File: config.mk
export PLATFORM = sky130hd
export DESIGN_NAME = id_ex_stage
export DESIGN_NICKNAME = d
export VERILOG_FILES = /design/src/rtl/id_ex_stage.sv
export SDC_FILE = /design/constraint.sdc
export NUM_CORES = 1
export LEC_CHECK = 0
export ABC_CLOCK_PERIOD_IN_PS = 3400
export CORE_ASPECT_RATIO = 1.2
export CORE_MARGIN = 2
export CORE_UTILIZATION = 43
export DETAILED_ROUTE_END_ITERATION = 12
export PLACE_DENSITY = 0.87
export SLEW_MARGIN = 25
export SYNTH_ARGS = -nofsm -noshare
export SYNTH_HDL_FRONTEND = slang
export SYNTH_SLANG_ARGS = --single-unit
File: constraint.sdc
create_clock -name clk_i -period 3.4 [get_ports clk_i]
set_input_delay 0.34 -clock clk_i [delete_from_list [all_inputs] [get_ports clk_i]]
set_output_delay 0.34 -clock clk_i [all_outputs]
set_load 0.02 [all_outputs]
File: src/rtl/id_ex_stage.sv
`default_nettype none
// ============================================================================
// Module   : id_ex_stage
// Purpose  : ID/EX pipeline register with load-use hazard detection,
//            write-back bypass on operand capture and a saturating bubble count.
// Revision : 1.0 - initial release
// ============================================================================
module id_ex_stage #(
  parameter int CNT_W = 16
) (
  input  logic             clk_i,
  input  logic             rst_i,
  input  logic             stall_i,
  input  logic             flush_i,
  input  logic             valid_i,
  input  logic [7:0]       ctrl_i,
  input  logic [31:0]      RSdata_i,
  input  logic [31:0]      RTdata_i,
  input  logic [31:0]      imm_i,
  input  logic [4:0]       RSaddr_i,
  input  logic [4:0]       RTaddr_i,
  input  logic [4:0]       RDaddr_i,
  input  logic             WB_RegWrite_i,
  input  logic [4:0]       WB_RegAddr_i,
  input  logic [31:0]      WB_data_i,
  output logic             valid_o,
  output logic [7:0]       ctrl_o,
  output logic [31:0]      RSdata_o,
  output logic [31:0]      RTdata_o,
  output logic [31:0]      imm_o,
  output logic [4:0]       RSaddr_o,
  output logic [4:0]       RTaddr_o,
  output logic [4:0]       RDaddr_o,
  output logic             hazard_o,
  output logic [CNT_W-1:0] bubble_cnt_o
);

  localparam logic [1:0]       ACT_LOAD   = 2'd0;
  localparam logic [1:0]       ACT_HOLD   = 2'd1;
  localparam logic [1:0]       ACT_BUBBLE = 2'd2;
  localparam logic [CNT_W-1:0] CNT_MAX    = '1;
  localparam logic [CNT_W-1:0] CNT_ONE    = CNT_W'(1);

  logic             valid_q,    valid_d;
  logic [7:0]       ctrl_q,     ctrl_d;
  logic [31:0]      rs_data_q,  rs_data_d;
  logic [31:0]      rt_data_q,  rt_data_d;
  logic [31:0]      imm_q,      imm_d;
  logic [4:0]       rs_addr_q,  rs_addr_d;
  logic [4:0]       rt_addr_q,  rt_addr_d;
  logic [4:0]       rd_addr_q,  rd_addr_d;
  logic [CNT_W-1:0] cnt_q,      cnt_d;

  logic [1:0]  w_act;
  logic        w_hazard;
  logic        w_rs_byp;
  logic        w_rt_byp;
  logic        w_rt_match;

  // A load in EX whose destination is read by the instruction in ID.
  assign w_rt_match = (rt_addr_q == RSaddr_i) | (rt_addr_q == RTaddr_i);
  assign w_hazard   = valid_q & ctrl_q[5] & (rt_addr_q != 5'd0) & valid_i & w_rt_match;

  // Register 0 is hard-wired zero, so it is never bypassed.
  assign w_rs_byp = WB_RegWrite_i & (WB_RegAddr_i != 5'd0) & (WB_RegAddr_i == RSaddr_i);
  assign w_rt_byp = WB_RegWrite_i & (WB_RegAddr_i != 5'd0) & (WB_RegAddr_i == RTaddr_i);

  always_comb begin
    w_act = ACT_LOAD;
    if (stall_i) begin
      w_act = ACT_HOLD;
    end else if (flush_i | w_hazard) begin
      w_act = ACT_BUBBLE;
    end
  end

  always_comb begin
    valid_d   = valid_q;
    ctrl_d    = ctrl_q;
    rs_data_d = rs_data_q;
    rt_data_d = rt_data_q;
    imm_d     = imm_q;
    rs_addr_d = rs_addr_q;
    rt_addr_d = rt_addr_q;
    rd_addr_d = rd_addr_q;
    cnt_d     = cnt_q;
    case (w_act)
      ACT_BUBBLE: begin
        valid_d   = 1'b0;
        ctrl_d    = 8'h00;
        rs_data_d = 32'h0;
        rt_data_d = 32'h0;
        imm_d     = 32'h0;
        rs_addr_d = 5'd0;
        rt_addr_d = 5'd0;
        rd_addr_d = 5'd0;
        cnt_d     = (cnt_q == CNT_MAX) ? cnt_q : cnt_q + CNT_ONE;
      end
      ACT_LOAD: begin
        valid_d   = valid_i;
        ctrl_d    = ctrl_i;
        rs_data_d = w_rs_byp ? WB_data_i : RSdata_i;
        rt_data_d = w_rt_byp ? WB_data_i : RTdata_i;
        imm_d     = imm_i;
        rs_addr_d = RSaddr_i;
        rt_addr_d = RTaddr_i;
        rd_addr_d = RDaddr_i;
      end
      default: begin
      end
    endcase
  end

  always_ff @(posedge clk_i) begin
    if (rst_i) begin
      valid_q   <= 1'b0;
      ctrl_q    <= 8'h00;
      rs_data_q <= 32'h0;
      rt_data_q <= 32'h0;
      imm_q     <= 32'h0;
      rs_addr_q <= 5'd0;
      rt_addr_q <= 5'd0;
      rd_addr_q <= 5'd0;
      cnt_q     <= '0;
    end else begin
      valid_q   <= valid_d;
      ctrl_q    <= ctrl_d;
      rs_data_q <= rs_data_d;
      rt_data_q <= rt_data_d;
      imm_q     <= imm_d;
      rs_addr_q <= rs_addr_d;
      rt_addr_q <= rt_addr_d;
      rd_addr_q <= rd_addr_d;
      cnt_q     <= cnt_d;
    end
  end

  assign valid_o      = valid_q;
  assign ctrl_o       = ctrl_q;
  assign RSdata_o     = rs_data_q;
  assign RTdata_o     = rt_data_q;
  assign imm_o        = imm_q;
  assign RSaddr_o     = rs_addr_q;
  assign RTaddr_o     = rt_addr_q;
  assign RDaddr_o     = rd_addr_q;
  assign hazard_o     = w_hazard;
  assign bubble_cnt_o = cnt_q;

endmodule
`default_nettype wire

==> reports/qor.yml <==
sta:
  tns_ns: 0
  grt_setup_unrepaired: "no"
  period_needed_ns: 2.87
  maxSlewViolCount: 0
  post-route-period-util_pct: 84.5
  setup_violations: 0
  tightest_slew_ns: 0.796
  fmax_mhz: 348
  slew_headroom_pct: 47.0
  final_hold_viol_count: 0
  skew_ns: 0.00783
synth:
  yosysWarnings: 0
  synth_fa_ha_area_share_pct: 0.221
  synth_top_area_cell: "dfxtp_1"
  synth_top_family_by_area: "compound AO/OA/AOI/OAI gates"
  syn-cell-area_um2: 5650
  syn_nets: 767
  netlist_top_cells_count: "dfxtp_1, nand2_1, mux2i_1"
  yosysMostFrequentCell: "dfxtp_1"
  synth_cells: 604
  ys_seq_area_share_pct: 48.2
  synth_enable_flop_cells: 0
  synth_mux_area_share_pct: 12.3
  ys.flop_type: "dfxtp_1"
  synthArstFlopShare_pct: 0
  avgSynthCellArea_um2: 9.36
  synth_compound_gate_area_share_pct: 16.5
  ys_types: 41
  yosys.area.top_type_share_pct: 48.2
  synthXorXnorAreaFrac_pct: 3.10
  ys_ff_latch: 136
  netlist_top_cells_area: "dfxtp_1, mux2i_1, a22oi_1, o21ai_1, nand2_1"
  synth-simple-area-share_pct: 14.7
die:
  chipWidth_um: 109
  fp.dieArea_um2: 14100
  initial_utilization_pct: 44.4
  die_h_um: 130
  rows: 45
  core_um2: 12700
  io_pins: 299
routing:
  dr.pass1.iters: 5
  via_count: 5603
  antenna_left: 0
  drc: 0
  routedWlPerCell_um: 17.9
  via_per_inst: 5.28
  wirelength_um: 19000
  initialDrtViolationCount: 261
setup_path:
  worstPathRequired_ns: 3.06
  worst_setup_path_start_kind: "input port"
  crit_arrival_ns: 2.53
  path_max_fanout: 3
  worstSetupPathType: "in -> out"
  worst_setup_path_end_kind: "primary output"
cts:
  tritoncts: "done"
  cts_setup_buffers: 0
  clk_pin_slew_worst_paths_ns: 0.06
  clock_path_buffers: 2
  clockRootBuffer: "clkbuf_16"
  cts_buffers: 17
  cts_resized: 0
  clock_latency_ns: 0.40
  clock_sinks: 136
  ctsHoldBuffers: 0
  htree_levels: 4
grt:
  track_usage_pct: 26.0
  grt_pass1_wl_um: 28300
  grt_max_degree: 78
  grt_pass1_vias: 5575
  grt.overflow.total: 0
  antenna_found_initial: 0
job:
  maxCapViolCount: 0
layout:
  layout.nets: 1047
  diodes: 0
  syn_to_final_growth_pct: 64.1
  stdcell_count: 1061
  drive_gt1_share_pct: 5.91
power_and_ir_drop:
  total_power_w: 0.00419
  p_per_area_nw_per_um2: 452
  p_leak_nw: 3.21
  ir_drop_mv: 0.325
placement:
  io_buffers: 298
  place_hpwl_um: 13700
  gp_congestion: 0.828
  dp_cells: 1029
min_path:
  min_path_type: "in -> reg"
status:
  status: "completed"
[layer usage]
metal  vias up  share of wire [%]  track usage [%]
met3        32                 10             9.86
li1       2709                  -                -
met4         0                2.5             10.5
met1      2600                 37             27.8
met5         -                  0                0
met2       262                 51             46.1
[metrics by stage]
| step | worst slack (ns) | area, um2 | hold WS, ns | utilization (%) |
|---|---|---|---|---|
| 3_5_place_dp | 0.606 | 8670 | 0.440 | 68.1 |
| 2_1_floorplan | 1.29 | 5650 | 0.484 | - |
| 5_1_grt | 0.482 | 9280 | 0.434 | 72.9 |
| 3_3_place_gp | 0.602 | 8670 | 0.435 | 68.1 |
| 4_1_cts | 0.526 | 9280 | 0.417 | 72.9 |
| 6_report | 0.528 | 9280 | 0.413 | 72.9 |
[sequential cells by signal, summed over array words and instances, names as in the netlist]
name	count
RSdata_o	32
RTdata_o	32
imm_o	32
bubble_cnt_o	16
ctrl_o	8
RDaddr_o	5
RSaddr_o	5
RTaddr_o	5
valid_o	1
[kinds of logic after synthesis]
group	Yosys count
fa+ha+maj	1
xor+xnor	20
mux	69
buf+inv	49
flops	136
compound gates	146
simple gates	183
[critical path: stages]
cell	delay, ns
clkdlybuf4s50_1	0.54
xnor2_1	0.27
nand3_1	0.10
o22ai_1	0.44
and2_1	0.20
clkdlybuf4s50_1	0.63
[cells in the final DEF (no fill, tap or decap), types with 2 or more instances in the layout]
cell type and count:
inv_1 3, o31ai_1 7, bufinv_16 3, or3_1 2, o21ai_1 60, clkbuf_1 3
clkinv_4 2, mux2_2 5, xor2_1 4, nor4_4 2, nor4b_1 2, o21ai_0 7
and2_1 2, nor2b_1 5, a22oi_1 56, clkinvlp_4 3, nand2_1 72, nor4_1 5
clkbuf_8 2, nand4_1 2, mux2i_1 64, nand3_1 11, xnor2_1 16, clkbuf_16 17
a21oi_1 9, and3_1 2, clkdlybuf4s50_1 296, or4_1 9, nor2_1 63, buf_4 7
dfxtp_1 136, buf_2 2
[layout make-up]
type                            instances  area, um2
Clock buffer                           22        464
Fill cell                             957       3450
Sequential cell                       136       2720
Timing Repair Buffer                  306       3050
Clock inverter                         10        144
Multi-Input combinational cell        419       2680
Tap cell                              164        205
Inverter                                4       15.0
[worst paths after layout]
kind	from	slack [ns]	cells after the start	to
worst min register to register	RTdata_o[31]	0.45	2	RTdata_o[31]
worst min-delay path	rst_i	0.41	4	RTdata_o[4]
worst max register to register	RTaddr_o[0]	0.89	7	valid_o
worst max-delay path	RTaddr_i[0]	0.53	6	hazard_o
[where the power goes]
group | switching [W] | total [W] | internal (W)
Sequential | 0.0000342 | 0.00169 | 0.00165
Combinational | 0.000277 | 0.000609 | 0.000332
Clock | 0.000699 | 0.00190 | 0.00120
Total | 0.00101 | 0.00419 | 0.00318
Note: power is estimated with default switching activity, not from simulation.
